<file path="src/rtl/pulse_sched_pkg.sv">
// Shared definitions for the pulse scheduler: FSM state encoding and
// a width helper for requester IDs.
package pulse_sched_pkg;

    typedef enum logic [1:0] {
        IDLE  = 2'b00,
        PULSE = 2'b01,
        GAP   = 2'b10
    } state_t;

    // Width needed to encode n requester IDs (never less than one bit).
    function automatic int id_width(input int n);
        return (n <= 2) ? 1 : $clog2(n);
    endfunction

endpackage

</file>
<file path="src/rtl/rr_picker.sv">
// Combinational round-robin search: returns the first set bit of pending,
// scanning upward from rr_ptr and wrapping at N_REQ.
module rr_picker
    import pulse_sched_pkg::*;
#(
    parameter int N_REQ = 4,
    parameter int ID_W  = id_width(N_REQ)
) (
    input  logic [N_REQ-1:0] pending,
    input  logic [ID_W-1:0]  rr_ptr,
    output logic             valid,
    output logic [ID_W-1:0]  grant
);

    // Scan offsets from farthest to nearest so the nearest hit wins.
    always_comb begin
        // NOTE: every output gets a default first so no path leaves it unassigned (no latch).
        valid = 1'b0;
        grant = '0;
        for (int off = N_REQ - 1; off >= 0; off--) begin
            if (pending[(int'(rr_ptr) + off) % N_REQ]) begin
                valid = 1'b1;
                grant = ID_W'((int'(rr_ptr) + off) % N_REQ);
            end
        end
    end

endmodule

</file>
<file path="src/rtl/pulse_scheduler.sv">
// Shares one fixed-length pulse output among N_REQ trigger sources.
// Rising edges are latched as pending and served round-robin; each grant
// emits a PULSE_LEN-cycle pulse tagged with the requester ID, followed by
// GAP_LEN quiet cycles and one IDLE cycle for arbitration.
module pulse_scheduler
    import pulse_sched_pkg::*;
#(
    parameter int N_REQ     = 4,
    parameter int PULSE_LEN = 2,
    parameter int GAP_LEN   = 1,
    parameter int ID_W      = id_width(N_REQ),
    parameter int CNT_W     = 8
) (
    input  logic             clk,
    input  logic             reset,
    input  logic [N_REQ-1:0] req,
    output logic             pulse,
    output logic [ID_W-1:0]  pulse_id,
    output logic             busy,
    output logic [N_REQ-1:0] pending
);

    logic [N_REQ-1:0] req_q;
    logic [N_REQ-1:0] edges;
    logic [N_REQ-1:0] clr;
    logic [ID_W-1:0]  rr_ptr;
    logic [CNT_W-1:0] counter;
    state_t           state;
    logic             pick_valid;
    logic [ID_W-1:0]  pick_grant;

    assign edges = req & ~req_q;

    rr_picker #(
        .N_REQ (N_REQ),
        .ID_W  (ID_W)
    ) u_picker (
        .pending (pending),
        .rr_ptr  (rr_ptr),
        .valid   (pick_valid),
        .grant   (pick_grant)
    );

    // Clear the granted requester's pending bit in the cycle it is picked.
    always_comb begin
        clr = '0;
        if (state == IDLE && pick_valid) begin
            clr[pick_grant] = 1'b1;
        end
    end

    // Edge history and pending latch; a new edge outranks a same-cycle clear.
    always_ff @(posedge clk) begin
        if (reset) begin
            // NOTE: sequential state uses non-blocking assignments so all flops update together.
            req_q   <= '0;
            pending <= '0;
        end else begin
            req_q   <= req;
            pending <= (pending & ~clr) | edges;
        end
    end

    // Arbitration, pulse timing and registered outputs.
    always_ff @(posedge clk) begin
        if (reset) begin
            state    <= IDLE;
            pulse    <= 1'b0;
            pulse_id <= '0;
            busy     <= 1'b0;
            rr_ptr   <= '0;
            counter  <= '0;
        end else begin
            case (state)
                IDLE: begin
                    if (pick_valid) begin
                        pulse    <= 1'b1;
                        pulse_id <= pick_grant;
                        busy     <= 1'b1;
                        rr_ptr   <= (pick_grant == ID_W'(N_REQ - 1)) ? '0 : pick_grant + 1'b1;
                        counter  <= CNT_W'(1);
                        state    <= PULSE;
                    end
                end
                PULSE: begin
                    if (counter == CNT_W'(PULSE_LEN)) begin
                        pulse   <= 1'b0;
                        counter <= CNT_W'(1);
                        if (GAP_LEN == 0) begin
                            state <= IDLE;
                            busy  <= 1'b0;
                        end else begin
                            state <= GAP;
                        end
                    end else begin
                        counter <= counter + 1'b1;
                    end
                end
                GAP: begin
                    if (counter == CNT_W'(GAP_LEN)) begin
                        state <= IDLE;
                        busy  <= 1'b0;
                    end else begin
                        counter <= counter + 1'b1;
                    end
                end
                default: begin
                    state <= IDLE;
                    pulse <= 1'b0;
                    busy  <= 1'b0;
                end
            endcase
        end
    end

endmodule

</file>
<file path="config.mk">
export PLATFORM = sky130hd
export DESIGN_NAME = pulse_scheduler
export DESIGN_NICKNAME = d
export VERILOG_FILES = /design/src/rtl/pulse_sched_pkg.sv /design/src/rtl/rr_picker.sv /design/src/rtl/pulse_scheduler.sv
export SDC_FILE = /design/constraint.sdc
export NUM_CORES = 1
export LEC_CHECK = 0
export ABC_AREA = 1
export ABC_CLOCK_PERIOD_IN_PS = 1700
export CAP_MARGIN = 5
export CORE_ASPECT_RATIO = 1.4
export CORE_UTILIZATION = 51
export DETAILED_ROUTE_END_ITERATION = 10
export PLACE_DENSITY = 0.75
export SYNTH_ARGS = -nofsm -noshare
export SYNTH_HDL_FRONTEND = slang
export SYNTH_HIERARCHICAL = 1
export SYNTH_SLANG_ARGS = --single-unit
</file>
<file path="constraint.sdc">
create_clock -name clk -period 1.7 [get_ports clk]
set_clock_uncertainty 0.2 [all_clocks]
set_input_delay 0.51 -clock clk [delete_from_list [all_inputs] [get_ports clk]]
set_output_delay 0.51 -clock clk [all_outputs]
set_load 0.01 [all_outputs]
</file>
==> impl_summary.md <==
Status
The run finished, with violations left. The checks that failed: negative setup slack.

Setup path
In this run the worst setup path begins at rr_ptr[0]. Counting cells, the worst reg-to-reg path comes to 13. The worst setup path is launched from a register. STA puts the critical path data required time at about 1.7 ns.

Data on the critical path arrives at its endpoint at 1.88 ns. STA classifies the critical path endpoint as a register. The critical path is of the reg2reg type. The endpoint of the most critical register-to-register path is rr_ptr[0]. Along the worst path, the maximum fanout reaches 6.

Setup slack on the worst reg-to-reg path comes out at -0.23 ns. The capture point of the worst path is rr_ptr[0]. The reg-to-reg critical path startpoint is rr_ptr[0].

STA
Measured against its own limit, the worst slew margin works out to 0.715. The worst-case hold slack is roughly 0.22 ns. Setup repair after global routing could not meet its margin everywhere. The slew at the pin closest to its max-slew limit is about 0.42 ns. The count of endpoints failing setup in the final report is 17.

The number of max-slew violations in the final report is 0. Based on the critical path, the design can be clocked at up to between 500 and 600 MHz. The least setup slack across all paths after layout is -0.229 ns. Dividing the final minimum period by the clock period gives 1.13. The count of final hold-check violations came to 0. The final period demand of the worst path is 1.93 ns.

Route
After detailed routing, the number of remaining DRC violations is 0. The first TritonRoute pass finished after 6 iterations. In the routed layout, each cell is associated on average with a via count of approximately 5.1. In this run, the number of DRC markers left after iteration 0 of detailed routing was 32. The detail route stage leaves a number of antenna-violating nets equal to 0. The routed wire length per instance is 12.5 um. The via count is 1541.

For this block, the routed nets add up to approximately 3.8 mm of wire.

Pwr
The leakage power is 1.03 nW. Overall power consumption after layout is estimated at about 3.5 mW. Dividing total power by cell area gives a power density of roughly 1700 nW/um^2.

The worst-case IR drop observed on VDD is about 1.1 mV.

CTS
The number of CTS-inserted buffers is 3. Clock-pin slew was measured on the worst setup and hold paths at 0.08 ns. The total clock sinks is 24. The root buffer cell is sky130_fd_sc_hd__clkbuf_8. TritonCTS built the clock tree. The insertion delay to the later sink of the worst-skew pair is approximately 0.26 ns. The clock passes through at most 2 buffers. In this run the number of H-tree levels came out at 1.

Job
The number of violations of the max-capacitance limit is 0.

Die
14 I/O pins were placed. The core box area is between 2000 and 3000 um^2. In this run the core area contains 23 standard-cell rows.

The effective utilization at floorplan is 0.531. The die height is 66.5 um. The floorplan step set the die width to roughly 48 um. The die covers between 3000 and 4000 um^2.

Min path
The hold path startpoint is req_q[3]. The worst hold path belongs to the class reg2reg.

Layout
Leaving out fill and tap cells, the most frequent cells in the layout are 41 x sky130_fd_sc_hd__nand2_1, 27 x sky130_fd_sc_hd__nor2_1, 24 x sky130_fd_sc_hd__inv_1. The final net count is 286. The repair_antennas step left the layout with diodes totalling 0. The area growth from synthesis to layout is 41.2%. The most common cell after layout, fill and taps aside is sky130_fd_sc_hd__nand2_1. The share of post-route cells with drive strength above 1 is 0.395.

Yosys
The post-synthesis cell type with the largest combined area is sky130_fd_sc_hd__dfxtp_1. The post-synthesis sequential element count is 24. The net count after synthesis is 250.

The share of the Yosys chip area taken by registers is 0.317. The post-synthesis average cell area is 6.53 um^2. The cell count after synthesis came out at between 200 and 250. After synthesis, the cell types taking the most area are sky130_fd_sc_hd__dfxtp_1 32%, sky130_fd_sc_hd__nand2_1 15%, sky130_fd_sc_hd__ha_1 9.9%, sky130_fd_sc_hd__inv_1 7.7%, sky130_fd_sc_hd__nor2_1 7.4%.

The share of synthesized area in the top cell type comes to 0.317. The synthesized netlist contains 25 unique library cells. The yosys synthesis warning count is 6.

The cell area after technology mapping is approximately 1500 um^2.

Placement
The placer's final routability congestion estimate is just under 0.9. The HPWL after detailed placement is roughly 2.5 mm. The number of buffer cells added on primary ports is 13.

Global route
The initial antenna violation count is 0. The global routing usage summed across all routing layers is 0.233. The total overflow left after global routing is 0. The number of global-route vias before repair is between 1000 and 1500. The wire length of the first global-routing pass is around 5.4 mm. Entering global routing, the biggest net connects 13 pins.
==> kinds of logic (layout without fill, tap and decap cells) <==
kind of cell / after synthesis / in the layout / share of synthesized area
flip-flops: 24 / 24 / 0.317
AND/OR/NAND/NOR: 121 / 121 / 0.336
buffers and inverters: 41 / 75 / 0.112
AO/OA/AOI/OAI: 34 / 34 / 0.135
adder cells (fa/ha/maj): 12 / 12 / 0.0992
==> final cells by class <==
class / count / area [um^2]
Timing Repair Buffer: 35 / 319
Tap cell: 37 / 46.3
Clock buffer: 3 / 41.3
Sequential cell: 24 / 490
Inverter: 37 / 155
Fill cell: 232 / 711
Multi-Input combinational cell: 167 / 1090
==> sequential cells by signal (all words and copies together) (netlist names) <==
name	flops
pulse	1
pending	4
rr_ptr	2
busy	1
state	2
counter	8
pulse_id	2
req_q	4
==> power by group <==
part           leakage, nW  internal [mW]  total (mW)  switching (mW)
sequential           0.200          0.684       0.786           0.103
clock               0.0216          0.158       0.322           0.164
combinational        0.806           1.04        2.43            1.38
total                 1.03           1.88        3.53            1.65
==> worst max-delay path, stage by stage, from the launching register on <==
cell                       delay [ns]
sky130_fd_sc_hd__dfxtp_4         0.38
sky130_fd_sc_hd__buf_6           0.13
sky130_fd_sc_hd__nand2_4         0.06
sky130_fd_sc_hd__and2_4          0.16
sky130_fd_sc_hd__nand2_4         0.06
sky130_fd_sc_hd__nand2_2         0.09
sky130_fd_sc_hd__clkinv_2        0.07
sky130_fd_sc_hd__nand2_1         0.06
sky130_fd_sc_hd__nand2_1         0.06
sky130_fd_sc_hd__nand2_2         0.11
sky130_fd_sc_hd__ha_2            0.19
sky130_fd_sc_hd__inv_2           0.04
sky130_fd_sc_hd__a22oi_1         0.16
sky130_fd_sc_hd__nor2_1          0.07
==> routing by layer <==
layer  track usage  vias up  part of all wire
met3        0.0271       12             0.014
li1              -      791                 -
met4         0.118        0             0.036
met2         0.441       23              0.56
met5             0        -                 0
met1         0.227      715              0.39
==> Yosys cell counts <==
| cell type | number |
|---|---|
| sky130_fd_sc_hd__nand3_1 | 18 |
| sky130_fd_sc_hd__o21ai_2 | 3 |
| sky130_fd_sc_hd__nand3_2 | 1 |
| sky130_fd_sc_hd__a22oi_1 | 1 |
| sky130_fd_sc_hd__dfxtp_1 | 24 |
| sky130_fd_sc_hd__clkbuf_1 | 2 |
| sky130_fd_sc_hd__a21boi_1 | 1 |
| sky130_fd_sc_hd__o31ai_1 | 1 |
| sky130_fd_sc_hd__inv_2 | 5 |
| sky130_fd_sc_hd__nand2_2 | 6 |
| sky130_fd_sc_hd__o22ai_1 | 1 |
| sky130_fd_sc_hd__a21oi_4 | 1 |
| sky130_fd_sc_hd__buf_6 | 2 |
| sky130_fd_sc_hd__nor3_1 | 1 |
| sky130_fd_sc_hd__o21ai_0 | 4 |
| sky130_fd_sc_hd__o21bai_1 | 1 |
| sky130_fd_sc_hd__nor2_1 | 30 |
| sky130_fd_sc_hd__ha_1 | 12 |
| sky130_fd_sc_hd__inv_1 | 31 |
| sky130_fd_sc_hd__nand2_1 | 62 |
| sky130_fd_sc_hd__and2_4 | 1 |
| sky130_fd_sc_hd__clkinv_2 | 1 |
| sky130_fd_sc_hd__a21oi_1 | 17 |
| sky130_fd_sc_hd__o21ai_1 | 4 |
| sky130_fd_sc_hd__nor2_2 | 2 |
==> metrics by stage <==
step | setup TNS (ns) | utilization | area [um^2] | setup slack, ns | instances
after floorplan | -0.00992 | - | 1550 | -0.00859 | 232
after global placement | -2.08 | 0.651 | 1850 | -0.168 | 298
after detailed placement | -2.46 | 0.651 | 1850 | -0.180 | 298
after CTS | -1.58 | 0.707 | 2010 | -0.139 | 302
after global routing | -3.69 | 0.751 | 2140 | -0.306 | 303
final | -2.27 | 0.751 | 2140 | -0.229 | 303
==> how the worst min path moves through the flow <==
| stage | end | slack, ns | cells after the start |
|---|---|---|---|
| 2_1_floorplan | pending[3] | 0.20 | 1 |
| 4_1_cts | pending[3] | 0.23 | 1 |
| 6_report | pending[3] | 0.22 | 1 |
| 3_5_place_dp | pending[3] | 0.21 | 1 |
| 3_3_place_gp | pending[3] | 0.21 | 1 |
| 5_1_grt | pending[3] | 0.25 | 1 |
==> timing repair <==
item,4_1_cts,5_1_grt
resized for setup,48,38
pin swaps,13,13
buffers inserted,1,1
hold endpoints to repair,0,0
hold buffers,0,0
setup endpoints to repair,27,23
Note: power is estimated with default switching activity, not from simulation.
